**src/rtl/dac_spi_out.sv**
```systemverilog
// dac_spi_out: register-programmed sample pacer that ships 16-bit frames to a 12-bit SPI DAC.
// Build option: define DAC_SPI_SAT_EN to clamp samples above 4095 instead of wrapping them.
module dac_spi_out (
    input  logic        clk,
    input  logic        resetn,
    input  logic [3:0]  wstrb,
    input  logic [31:0] addr,
    input  logic [31:0] wdata,
    output logic [31:0] rdata,
    input  logic [31:0] sample,
    output logic        dac_cs_n,
    output logic        dac_sck,
    output logic        dac_mosi,
    output logic        dac_ldac_n,
    output logic [1:0]  dbg_state
);

    localparam logic [1:0] ST_IDLE  = 2'd0;
    localparam logic [1:0] ST_SHIFT = 2'd1;
    localparam logic [1:0] ST_HOLD  = 2'd2;
    localparam logic [1:0] ST_LATCH = 2'd3;

    logic        wr_en;
    logic [1:0]  sel;
    logic        ctrl_en;
    logic        ctrl_buf;
    logic        ctrl_ga_n;
    logic [7:0]  div_reg;
    logic [15:0] rate_reg;
    logic [15:0] rate_cnt;
    logic [15:0] rate_last;
    logic [7:0]  ovr_cnt;
    logic [7:0]  ovr_base;
    logic        tick;
    logic        drop;
    logic        busy;
    logic [1:0]  state;
    logic [7:0]  div_q;
    logic [7:0]  hcnt;
    logic [4:0]  half_idx;
    logic [15:0] shreg;
    logic [15:0] frame_word;
    logic [11:0] sample_data;
    logic        unused_bits;

    // Bus writes are single-cycle with no valid/ready: any wstrb bit set commits wdata
    // to the register chosen by addr[3:2] on that clock edge; reads are combinational.
    assign wr_en     = |wstrb;
    assign sel       = addr[3:2];
    assign busy      = (state != ST_IDLE);
    assign dbg_state = state;

    always_ff @(posedge clk or negedge resetn) begin
        if (!resetn) begin
            ctrl_en   <= 1'b0;
            ctrl_buf  <= 1'b0;
            ctrl_ga_n <= 1'b1;
            div_reg   <= 8'd1;
            rate_reg  <= 16'd1000;
        end else if (wr_en) begin
            case (sel)
                2'd0: begin
                    ctrl_en   <= wdata[0];
                    ctrl_buf  <= wdata[1];
                    ctrl_ga_n <= wdata[2];
                end
                2'd1:    div_reg  <= wdata[7:0];
                2'd2:    rate_reg <= wdata[15:0];
                default: begin end
            endcase
        end
    end

    // RATE of zero behaves like one: a tick every cycle.
    assign rate_last = (rate_reg == 16'd0) ? 16'd0 : rate_reg - 16'd1;
    assign tick      = ctrl_en && (rate_cnt == rate_last);

    always_ff @(posedge clk or negedge resetn) begin
        if (!resetn) begin
            rate_cnt <= 16'd0;
        end else if (!ctrl_en || (wr_en && sel == 2'd2) || tick) begin
            rate_cnt <= 16'd0;
        end else begin
            rate_cnt <= rate_cnt + 16'd1;
        end
    end

    // A STATUS write and a dropped tick in the same cycle leave a count of one.
    assign drop     = tick && busy;
    assign ovr_base = (wr_en && sel == 2'd3) ? 8'd0 : ovr_cnt;

    always_ff @(posedge clk or negedge resetn) begin
        if (!resetn) begin
            ovr_cnt <= 8'd0;
        end else if (drop && ovr_base != 8'hFF) begin
            ovr_cnt <= ovr_base + 8'd1;
        end else begin
            ovr_cnt <= ovr_base;
        end
    end

`ifdef DAC_SPI_SAT_EN
    assign sample_data = (sample > 32'd4095) ? 12'hFFF : sample[11:0];
`else
    assign sample_data = sample[11:0];
`endif

    assign frame_word  = {1'b0, ctrl_buf, ctrl_ga_n, 1'b1, sample_data};
    assign unused_bits = ^{addr[31:4], addr[1:0], wdata[31:16], sample[31:12]};

    // half_idx counts SCK half-periods: even = low phase (data set up), odd = high phase.
    always_ff @(posedge clk or negedge resetn) begin
        if (!resetn) begin
            state      <= ST_IDLE;
            div_q      <= 8'd0;
            hcnt       <= 8'd0;
            half_idx   <= 5'd0;
            shreg      <= 16'd0;
            dac_cs_n   <= 1'b1;
            dac_sck    <= 1'b0;
            dac_mosi   <= 1'b0;
            dac_ldac_n <= 1'b1;
        end else begin
            case (state)
                ST_IDLE: begin
                    if (tick) begin
                        state    <= ST_SHIFT;
                        div_q    <= div_reg;
                        hcnt     <= 8'd0;
                        half_idx <= 5'd0;
                        shreg    <= frame_word;
                        dac_cs_n <= 1'b0;
                        dac_mosi <= frame_word[15];
                    end
                end
                ST_SHIFT: begin
                    if (hcnt == div_q) begin
                        hcnt     <= 8'd0;
                        half_idx <= half_idx + 5'd1;
                        if (half_idx == 5'd31) begin
                            state    <= ST_HOLD;
                            dac_cs_n <= 1'b1;
                            dac_sck  <= 1'b0;
                            dac_mosi <= 1'b0;
                        end else if (!half_idx[0]) begin
                            dac_sck <= 1'b1;
                        end else begin
                            dac_sck  <= 1'b0;
                            shreg    <= {shreg[14:0], 1'b0};
                            dac_mosi <= shreg[14];
                        end
                    end else begin
                        hcnt <= hcnt + 8'd1;
                    end
                end
                ST_HOLD: begin
                    if (hcnt == div_q) begin
                        hcnt       <= 8'd0;
                        state      <= ST_LATCH;
                        dac_ldac_n <= 1'b0;
                    end else begin
                        hcnt <= hcnt + 8'd1;
                    end
                end
                ST_LATCH: begin
                    if (hcnt == div_q) begin
                        hcnt       <= 8'd0;
                        state      <= ST_IDLE;
                        dac_ldac_n <= 1'b1;
                    end else begin
                        hcnt <= hcnt + 8'd1;
                    end
                end
                default: state <= ST_IDLE;
            endcase
        end
    end

    always_comb begin
        rdata = 32'd0;
        case (sel)
            2'd0:    rdata = {29'd0, ctrl_ga_n, ctrl_buf, ctrl_en};
            2'd1:    rdata = {24'd0, div_reg};
            2'd2:    rdata = {16'd0, rate_reg};
            default: rdata = {16'd0, ovr_cnt, 7'd0, busy};
        endcase
    end

endmodule

```
**config.mk**
```make
export PLATFORM = sky130hd
export DESIGN_NAME = dac_spi_out
export DESIGN_NICKNAME = d
export VERILOG_FILES = /design/src/rtl/dac_spi_out.sv
export SDC_FILE = /design/constraint.sdc
export NUM_CORES = 1
export LEC_CHECK = 0
export ABC_AREA = 0
export CAP_MARGIN = 20
export CORE_UTILIZATION = 46
export CTS_CLUSTER_DIAMETER = 50
export CTS_CLUSTER_SIZE = 40
export DETAILED_ROUTE_END_ITERATION = 12
export GPL_TIMING_DRIVEN = 0
export PLACE_DENSITY = 0.77
export SYNTH_ARGS = -nofsm -noshare
export SYNTH_HDL_FRONTEND = slang
export SYNTH_SLANG_ARGS = --single-unit
```
**constraint.sdc**
```tcl
create_clock -name clk -period 3.7 [get_ports clk]
set_input_delay 0.555 -clock clk [delete_from_list [all_inputs] [get_ports clk]]
set_output_delay 0.555 -clock clk [all_outputs]
set_load 0.005 [all_outputs]
```
# Word-level counts from Yosys, hierarchy flattened
# Cells that the tools add are included.
word_totals:
  ff_bits: 93
  in_bits: 102
  output_inout_bits: 38
  word_cells: 101
op_classes:
  add_sub_neg: 5
  n_eq_ne: 18
  muxes: 35
  reduce_logical: 27
op_table:
  columns: ["op", "count"]
  rows:
  - ["2-to-1 mux 15 bit", 4]
  - ["one-hot mux 16 bit (3 select lines)", 1]
  - ["2-to-1 mux 16 bit", 2]
  - ["2-to-1 mux 8 bit", 4]
  - ["one-hot mux 15 bit (2 select lines)", 1]
  - ["adder 16 x 1 -> 16 bit (second input constant)", 1]
  - ["adder 8 x 1 -> 8 bit (second input constant)", 2]
  - ["== test 16 bit", 1]
  - ["zero test 16 bit", 1]
  - ["one-hot mux 8 bit (2 select lines)", 1]
  - ["subtractor 16 x 1 -> 16 bit (second input constant)", 1]
  - ["inequality test 2 bit (second input constant)", 7]
  - ["2-to-1 mux 1 bit", 10]
  - ["2-to-1 mux 2 bit", 5]
  - ["2-to-1 mux 5 bit", 2]
  - ["one-hot mux 5 bit (2 select lines)", 1]
  - ["AND reduction 2 bit", 5]
  - ["AND reduction 5 bit", 2]
  - ["== test 2 bit (second input constant)", 4]
  - ["== test 8 bit", 1]
  - ["inequality test 8 bit (second input constant)", 1]
  - ["one-hot mux 2 bit (4 select lines)", 1]
  - ["AND reduction 4 bit", 2]
  - ["one-hot mux 1 bit (2 select lines)", 3]
  - ["other kinds (12)", 22]

# Depth between registers and ports, before layout
# Gate-level depths: netlist of run 1.
logic_depth:
  ltp_word: 7
  mapped_depth: 14
  mapped_depth_nobuf: 11

# Least setup slack after synthesis of run 1
# Ideal clock, no wire load.
synth_path:
  kind: "reg-to-reg"
  from: "reg rate_reg[0]"
  to: "reg half_idx[0]"
  arrival_ps: 3390
  required_time_ps: 3575
  setup_slack_ps: 186
  stages_incl_launch_ff: 13
  path_cell_list: "dfrtp_1 inv_1 ha_1 or3b_2 clkbuf_1 or4_1 xnor2_1 nor4b_1 a221oi_2 a31oi_1 a21oi_4 nor2_1 mux2_2"
synth_via:
  elab_chain_cells: 6
synth_rtl:
  columns: ["item", "line", "source"]
  rows:
  - ["start: declaration", "29", "logic [15:0] rate_reg;"]
  - ["start signal: assignment", "68", "2'd2: rate_reg <= wdata[15:0];"]
  - ["subtractor 16 x 1 -> 16 bit / zero test 16 bit (equally long branches)", "75", "assign rate_last = (rate_reg == 16'd0) ? 16'd0 : rate_reg - 16'd1;"]
  - ["2-to-1 mux 16 bit (*)", "75", null]
  - ["== test 16 bit (*)", "76", "assign tick = ctrl_en && (rate_cnt == rate_last);"]
  - ["logical AND 1 bit (*)", "76", null]
  - ["inequality test 2 bit (no line) (*)", null, null]
  - ["AND reduction 3 bit (no line) (*)", null, null]
  - ["end signal: assignment", "139", "half_idx <= half_idx + 5'd1;"]
  - ["end: declaration", "40", "logic [4:0] half_idx;"]
# Every way passes the cells marked *; elsewhere a longest branch is shown, timed or not.
# A chain may end at the register's enable or synchronous reset.

# Final worst setup path of run 1
layout_path:
  from: "reg rate_reg[1]"
  to: "reg state[1] (netlist: dbg_state[1])"
layout_via:
  elab_chain_cells: 6
layout_rtl:
  columns: ["item", "line", "source"]
  rows:
  - ["subtractor 16 x 1 -> 16 bit / zero test 16 bit (equally long branches)", "75", null]
  - ["2-to-1 mux 16 bit (*)", "75", null]
  - ["== test 16 bit (*)", "76", null]
  - ["logical AND 1 bit (*)", "76", null]
  - ["inequality test 2 bit (no line) (*)", null, null]
  - ["AND reduction 5 bit (no line) (*)", null, null]
  - ["end signal: assignment", "114", "state <= ST_IDLE;"]
  - ["end signal: assignment", "127", "state <= ST_SHIFT;"]
  - ["end signal: assignment", "141", "state <= ST_HOLD;"]
  - ["end: declaration", "37", "logic [1:0] state;"]
# Marks and branches as above.

==> results.json, run 1 <==
{
  "drt-pass1-iter-count": 5,
  "clockBufferDepth": 2,
  "cp_data_arrival_time_ps": 3800,
  "wirelength_um": 15700,
  "area_delta_synth_final_pct": 23.2,
  "final_common_cell": "dfrtp_1",
  "synthAdderAreaFrac_pct": 2.49,
  "syn-instance-count": 626,
  "detail_route.wl_per_cell_um": 17.5,
  "critical-path-top-delay-family": "simple AND/OR/NAND/NOR gates",
  "die-width_um": 116,
  "cp_slowest_cell": "dfrtp_2",
  "drt_iter0_drc": 379,
  "final_area_um2": 7420,
  "synth_edf_count": 0,
  "status": "completed",
  "start_util_pct": 47.5,
  "dp_hpwl_um": 11500,
  "yosys.cell_types.count": 77,
  "insertion_delay_ps": 360,
  "hold_class": "in2async",
  "grt_pass1_vias": 5116,
  "final_nets": 835,
  "synthMuxAreaShare_pct": 9.81,
  "m1WireLength_um": 6820,
  "antenna_found_initial": 0,
  "dr_wl_met3_um": 883,
  "drive_gt1_share_pct": 20.9,
  "numCtsBuffers": 9,
  "required_ps": 3950,
  "ir_drop_v": 0.000392,
  "cp_num_buf_inv": 3,
  "ys_ff_latch": 93,
  "cts_tree": "done",
  "antenna_left": 0,
  "via_per_inst": 5.83,
  "start_kind": "register",
  "routabilityCongestion": 0.903,
  "leakagePower_uw": 0.00307,
  "cts_htree_levels": 3,
  "synth_compound_area_share_pct": 15.0,
  "maxSlewViolCount": 0,
  "met2_length_um": 7760,
  "rows": 41,
  "ios": 140,
  "whs_ps": 149,
  "crit_chain": "inv_2 -> ha_1 -> nor4b_4 -> nand3_4 -> or2_0 -> buf_2 -> or4_4 -> a2111oi_4 -> and4_1 -> buf_2 -> a21oi_4 -> nor2_1 -> mux2_2",
  "port_buffers": 55,
  "rsz0062_at_grt": "false",
  "clk_root_buffer_cell": "clkbuf_16",
  "cp_max_fo": 7,
  "utilization_pct": 58.5,
  "power_density_nw_per_um2": 480,
  "fp.dieH_um": 116,
  "crit_top_cell": "buf_2",
  "synth_flop_cell": "dfrtp_1",
  "grt_pass1_wl_um": 25200,
  "grt_usage_pct": 24.3,
  "synth-simple-area-share_pct": 21.7,
  "top_layer": "met4",
  "fmax_mhz": 282,
  "max-cap-violations": 0,
  "core-area_um2": 12700,
  "critPathKind": "reg2reg",
  "overflow": 0,
  "drc": 0,
  "clock_skew_ps": 11.7,
  "final_cell_mix": "dfrtp_1 (81), nor2_1 (58), clkdlybuf4s50_1 (54)",
  "n_antenna_cell": 0,
  "synth_top_family_by_area": "simple AND/OR/NAND/NOR gates",
  "setup_viol": 0,
  "path_clk_slew_ps": 80,
  "vias": 5236,
  "placed_area_um2": 6870,
  "fin_crit_sh_pct": 95.9,
  "ys_warn_count": 0,
  "crit_path_max_incr_delay_ps": 450,
  "worstMarginPinSlew_ps": 923,
  "setup_ws_ps": 152,
  "grt_max_degree": 58,
  "max-slew-margin-rel_pct": 38.3,
  "ys_seq_area_share_pct": 38.9,
  "hold_violations": 0,
  "clkSinkCount": 93,
  "pre_cts_slack_ps": -582,
  "die-area_um2": 13500,
  "avgSynthCellArea_um2": 9.61,
  "synthXorXnorAreaFrac_pct": 6.13,
  "cp-end-kind": "register",
  "syn_area_um2": 6020,
  "min_period_ps": 3550,
  "synth_async_sr_flop_share_pct": 100
}
cell usage after synthesis, types with 7 or more instances:
library cell   n  area share (%)
dfrtp_1       83              35
nor2_1        59             3.7
mux2_2        38             7.1
nand2_1       33             2.1
o21ai_0       32             2.7
nand3_1       29             2.4
xnor2_1       26             3.8
a21oi_1       22             1.8
inv_1         22             1.4
buf_4         19             2.4
clkbuf_1      17             1.1
nand4_1       15             1.6
mux2i_1       14             2.3
nor4_1        13             1.4
and3_1        12             1.2
ha_1          12             2.5
nor2b_1       12             1.2
xor2_1        11             1.6
dfstp_2       10             4.4
or4_1         10             1.2
nor3_1         9            0.75
a221oi_1       7             1.0
a22o_1         7             1.0
and2_1         7            0.73
buf_2          7            0.58
layer usage:
layer,global-route usage (%),vias up
met4,7.35,0
met1,31.2,2535
li1,-,2459
met2,40.3,209
met5,0,-
met3,5.97,33
kinds of logic (layout without fill, tap and decap cells):
| family | Yosys count | after routing |
|---|---|---|
| AOI/OAI and AO/OA | 123 | 124 |
| and+or+nand+nor | 236 | 236 |
| xor gates and xnor gates | 39 | 39 |
| adders and majority gates | 12 | 12 |
| DFF | 93 | 93 |
| buffers and inverters | 69 | 153 |
| other | 1 | 16 |
| muxes | 53 | 53 |
metrics by stage:
step	total power [uW]	std cells	TNS [ps]
finish	3560	898	0
global route	3760	898	0
CTS	3520	893	0
detailed placement	2530	870	-20900
global placement	2480	868	-124540
floorplan	2110	641	0
worst paths after layout:
path / startpoint / endpoint / cells after the start / slack, ps
min in group clk: shreg[0] / shreg[0] / 1 / 510
hold reg to reg: shreg[0] / shreg[0] / 1 / 510
setup / recovery: rate_reg[1] / dbg_state[1] / 13 / 150
max in group asynchronous: resetn / rate_reg[8] / 2 / 2850
setup reg to reg: rate_reg[1] / dbg_state[1] / 13 / 150
hold / removal: resetn / hcnt[7] / 1 / 150
area by class of cell:
cell class,instances,area [um2]
tap,172,215
clock buffer,9,225
timing repair buffer,69,674
sequential,93,2340
multi-input combinational,480,3530
buffer,45,270
fill,1102,5260
inverter,23,86.3
clock inverter,7,71.3
where the power goes:
| group | leakage (uW) | switching [uW] | internal [uW] |
|---|---|---|---|
| Clock | 0.000147 | 462 | 479 |
| Sequential | 0.00114 | 163 | 1180 |
| Combinational | 0.00179 | 737 | 539 |
repair_timing:
| item | CTS | global route |
|---|---|---|
| hold buffers | 0 | 0 |
| endpoints found under the setup margin | 64 | 64 |
| resized for setup | 16 | 18 |
| pin swaps | 5 | 8 |
| buffers inserted | 7 | 5 |
| gates cloned | 1 | 0 |
Power figures use the tool's default switching activity.
==> run 2, diff against run 1 <==
--- a/config.mk
+++ b/config.mk
@@ -13,6 +13,7 @@
 export DETAILED_ROUTE_END_ITERATION = 12
 export GPL_TIMING_DRIVEN = 0
 export PLACE_DENSITY = 0.77
+export SLEW_MARGIN = 10
 export SYNTH_ARGS = -nofsm -noshare
 export SYNTH_HDL_FRONTEND = slang
 export SYNTH_SLANG_ARGS = --single-unit
==> run 2 against run 1 <==
- sequential share of layout area hardly changed
- total power fell by 0.28%
- via count grew 1.1%
- sequential power about the same
- clock skew shrank 3.1 ps
- routed wire length rose by 0.42%
- setup slack worse by 9.4 ps
- maximum frequency fell by 0.27%
- hold slack improved by 12 ps
- critical path type unchanged
- highest routed layer unchanged
==> results.json, run 2 (synthesis gave the netlist of run 1 again) <==
{
  "insertion_delay_ps": 360,
  "required_ps": 3950,
  "antenna_left": 0,
  "clock_skew_ps": 8.62,
  "area_delta_synth_final_pct": 23.2,
  "placedCellCount": 870,
  "max-cap-violations": 0,
  "p_sw_uw": 1350,
  "r2r_slack_ps": 140,
  "dp_hpwl_um": 11600,
  "drt_iter0_drc": 406,
  "port_buffers": 55,
  "grt_pass1_wl_um": 25600,
  "clkSinkCount": 93,
  "via_per_inst": 5.88,
  "cp_max_fo": 10,
  "status": "completed",
  "reg2reg_to": "shreg[8]",
  "power.share.sequential_pct": 37.8,
  "start_kind": "register",
  "worstMarginPinSlew_ps": 933,
  "stdcell_count": 900,
  "critPathKind": "reg2reg",
  "ios": 140,
  "cts_tree": "done",
  "hold_violations": 0,
  "start_util_pct": 47.5,
  "leakagePower_uw": 0.00308,
  "r2r.worst_path.cells": 12,
  "die-area_um2": 13500,
  "setup_viol": 0,
  "final_common_cell": "dfrtp_1",
  "grt_usage_pct": 24.5,
  "maxSlewViolCount": 0,
  "hold_class": "in2async",
  "max-slew-margin-rel_pct": 37.6,
  "cts_htree_levels": 3,
  "grt_pass1_vias": 5049,
  "cp-end-kind": "register",
  "drive_gt1_share_pct": 21.0,
  "min_period_ps": 3560,
  "rows": 41,
  "p_int_uw": 2200,
  "ir_drop_v": 0.000259,
  "drt-pass1-iter-count": 5,
  "fin_crit_sh_pct": 96.2,
  "numCtsBuffers": 9,
  "p_clk_share_pct": 26.2,
  "wirelength_um": 15800,
  "whs_ps": 161,
  "clk_root_buffer_cell": "clkbuf_16",
  "path_clk_slew_ps": 70,
  "routabilityCongestion": 0.903,
  "grt_max_degree": 58,
  "regToRegStartpoint": "rate_reg[2]",
  "drc": 0,
  "antenna_found_initial": 0,
  "vias": 5294,
  "final_nets": 837,
  "cp_data_arrival_time_ps": 3810,
  "n_antenna_cell": 0,
  "clockBufferDepth": 2,
  "die-width_um": 116,
  "final_cell_mix": "dfrtp_1 (81), nor2_1 (59), clkdlybuf4s50_1 (54)",
  "pwr-share-comb_pct": 36.0,
  "fmax_mhz": 281,
  "power_density_nw_per_um2": 478,
  "switching_share_pct": 38.1,
  "detail_route.wl_per_cell_um": 17.6,
  "fp.dieH_um": 116,
  "core-area_um2": 12700,
  "overflow": 0
}
-- run 2: layer usage --
layer	track usage, %	share of wire, %	vias to the layer above
li1	-	-	2464
met1	32.2	44	2614
met2	39.7	49	188
met3	5.55	4.9	28
met4	8.38	1.9	0
met5	0	0	-
-- run 2: area by class of cell --
| cell class | count | area, um2 |
|---|---|---|
| multi-input cells | 479 | 3510 |
| clock buffers | 9 | 225 |
| inverters | 23 | 86.3 |
| flip-flops and latches | 93 | 2340 |
| plain buffers | 45 | 270 |
| fillers | 1106 | 5250 |
| well taps | 172 | 215 |
| clock inverters | 7 | 70.1 |
| repair buffers | 72 | 697 |
-- run 2: what timing repair did --
action / 4_1_cts / 5_1_grt
endpoints found under the setup margin: 64 / 63
gates resized for setup: 19 / 13
pin swaps: 5 / 7
hold buffers: 0 / 0
buffers inserted: 8 / 7
-- run 2: critical path, stage by stage (launching register included) --
cell and delay, ps:
dfrtp_1 380, buf_6 150, or4_4 590, nor3_4 170, o22ai_1 130, a2111o_1 490
a2111oi_4 370, nand4_2 190, a311oi_4 300, buf_6 160, buf_6 130, o21ai_0 80
a221oi_1 300
-- run 2: power by group through the flow --
stage / sequential, uW / clock, uW / combinational [uW]
floorplan: 1300 / 0 / 811
global placement: 1340 / 0 / 1150
detailed placement: 1350 / 0 / 1180
CTS: 1340 / 944 / 1240
global route: 1360 / 982 / 1400
finish: 1340 / 931 / 1280
-- run 2: how the worst max path moves through the flow --
stage           startpoint      endpoint  slack (ps)  cells past startpoint
2_1_floorplan  rate_reg[0]   half_idx[0]         190                     12
3_3_place_gp        resetn  rate_reg[10]       -1270                      1
3_5_place_dp   rate_reg[0]      shreg[8]        -600                     12
4_1_cts        rate_reg[2]      shreg[8]          20                     12
5_1_grt        rate_reg[0]      shreg[8]          -7                     14
6_report       rate_reg[2]      shreg[8]         140                     12
-- run 2: metrics by stage --
step                      area (um2)  setup slack [ps]  TNS (ps)  util, %  total power (uW)
after detailed placement        6870              -600    -21930     54.2              2530
after global routing            7420             -6.85     -6.85     58.5              3740
after CTS                       7320              17.0         0     57.8              3520
after global placement          6840             -1270   -124540     54.0              2480
after floorplan                 6070               186         0        -              2110
final                           7420               142         0     58.5              3550
==> run 3, diff against run 2 <==
--- a/config.mk
+++ b/config.mk
@@ -6,7 +6,7 @@
 export NUM_CORES = 1
 export LEC_CHECK = 0
 export ABC_AREA = 0
-export CAP_MARGIN = 20
+export CAP_MARGIN = 5
 export CORE_UTILIZATION = 46
 export CTS_CLUSTER_DIAMETER = 50
 export CTS_CLUSTER_SIZE = 40
==> constraint.sdc (replaced) <==
create_clock -name clk -period 3.1 [get_ports clk]
set_input_delay 0.465 -clock clk [delete_from_list [all_inputs] [get_ports clk]]
set_output_delay 0.465 -clock clk [all_outputs]
set_load 0.005 [all_outputs]
==> run 3 against run 2 <==
- the flow now finishes with violations (negative setup slack)
- clock skew grew 2.2 ps
- register-to-register slack worse by 500 ps
- clock power is 25% higher
- final area grew 12%
- non-clock buffer count increased by 39
- die area is the same
- sequential power is 21% higher
- setup slack lost 500 ps
- final cell count grew 4.3%
==> results.json, run 3 (synthesis gave the netlist of run 1 again) <==
{
  "worstMarginPinSlew_ps": 903,
  "r2r.worst_path.cells": 14,
  "power_density_nw_per_um2": 569,
  "cts_htree_levels": 3,
  "tns_ps": -16730,
  "ir_drop_v": 0.000398,
  "drc": 0,
  "core-area_um2": 12700,
  "grt_max_degree": 50,
  "placedCellCount": 869,
  "hold_violations": 0,
  "start_kind": "register",
  "cp_data_arrival_time_ps": 3720,
  "fin_crit_sh_pct": 112,
  "utilization_pct": 65.8,
  "vias": 5590,
  "r2r_slack_ps": -360,
  "die-area_um2": 13500,
  "antenna_found_initial": 0,
  "port_buffers": 55,
  "cp_max_fo": 8,
  "status": "complete, but fails checks",
  "cp_slowest_cell": "or4_4",
  "antenna_left": 0,
  "clockBufferDepth": 2,
  "min_period_ps": 3460,
  "grt_pass1_wl_um": 27200,
  "hold_class": "in2async",
  "crit_path_max_incr_delay_ps": 480,
  "crit_top_cell": "buf_12",
  "max-slew-margin-rel_pct": 39.6,
  "regToRegStartpoint": "rate_reg[1]",
  "failed_checks": "negative setup slack",
  "setup_viol": 63,
  "dp_hpwl_um": 11700,
  "rows": 41,
  "drt_iter0_drc": 441,
  "drive_gt1_share_pct": 33.4,
  "clock_skew_ps": 10.8,
  "die-width_um": 116,
  "routabilityCongestion": 0.940,
  "placed_area_um2": 7000,
  "pre_cts_slack_ps": -1040,
  "final_cell_mix": "dfrtp_1 (81), buf_4 (54), clkdlybuf4s50_1 (54)",
  "cts_tree": "done",
  "max-cap-violations": 0,
  "fmax_mhz": 289,
  "insertion_delay_ps": 360,
  "via_per_inst": 5.95,
  "reg2reg_to": "shreg[11]",
  "critPathKind": "reg2reg",
  "rsz0062_at_grt": "true",
  "cp.depth": 14,
  "setup_ws_ps": -361,
  "path_clk_slew_ps": 70,
  "grt_pass1_vias": 5474,
  "cts_hold_buf": 0,
  "crit_chain": "buf_4 -> or4_4 -> or4_4 -> a32oi_2 -> xnor2_2 -> nor4_4 -> nand4_2 -> a311oi_4 -> buf_6 -> buf_12 -> buf_12 -> buf_12 -> a21oi_2 -> o21a_1",
  "maxSlewViolCount": 0,
  "cp-end-kind": "register",
  "clkSinkCount": 93,
  "stdcell_count": 939,
  "n_antenna_cell": 0,
  "clk_root_buffer_cell": "clkbuf_16",
  "drt-pass1-iter-count": 6,
  "detail_route.wl_per_cell_um": 18.7,
  "numCtsBuffers": 9,
  "area_delta_synth_final_pct": 38.6,
  "final_nets": 876,
  "final_common_cell": "dfrtp_1",
  "start_util_pct": 47.5,
  "n_fill_cell": 946,
  "wirelength_um": 17500,
  "final_area_um2": 8340,
  "grt_usage_pct": 26.3,
  "leakagePower_uw": 0.00343,
  "fp.dieH_um": 116,
  "critical-path-top-delay-family": "simple AND/OR/NAND/NOR gates",
  "ios": 140,
  "required_ps": 3350,
  "cp_num_buf_inv": 5,
  "overflow": 0
}
## run 3: how the worst max path moves through the flow
stage                      from           end  slack (ps)
detailed placement  rate_reg[2]      div_q[7]       -1040
global placement         resetn  rate_reg[12]       -1880
floorplan           rate_reg[0]      div_q[0]        -290
CTS                 rate_reg[0]      shreg[8]        -390
finish              rate_reg[1]     shreg[11]        -360
global route        rate_reg[2]    ovr_cnt[1]        -460
## run 3: area by class of cell
cell class	count	area, um2	area share (%)
flip-flops and latches	93	2340	28.1
clock buffers	10	239	2.86
well taps	172	215	2.58
inverters	23	93.8	1.12
plain buffers	41	288	3.45
clock inverters	6	68.8	0.825
repair buffers	115	1120	13.5
multi-input cells	479	3970	47.6
## run 3: routing by layer
metal	global-route usage [%]	wire length, um	vias up
met4	11.1	420	0
met2	44.0	8990	219
li1	-	-	2543
met3	6.43	959	46
met5	0	0	-
met1	32.4	7160	2782
## run 3: metrics by stage
stage | hold slack (ps) | total power [uW]
after floorplan | 169 | 2580
after global placement | 488 | 3030
after detailed placement | 491 | 3090
after CTS | 151 | 4470
after global routing | 195 | 4980
final | 139 | 4750
## run 3: report_power, final
| part | leakage [uW] | total [uW] | internal, uW | switching (uW) |
|---|---|---|---|---|
| sequential | 0.00114 | 1620 | 1410 | 209 |
| combinational | 0.00214 | 1970 | 888 | 1090 |
| clock | 0.000150 | 1160 | 654 | 509 |
## run 3: repair_timing
| item | in CTS | in global routing |
|---|---|---|
| pin swaps | 31 | 20 |
| cloned | 2 | 1 |
| gates resized for setup | 86 | 67 |
| endpoints found under the setup margin | 65 | 65 |
| setup buffers | 30 | 28 |
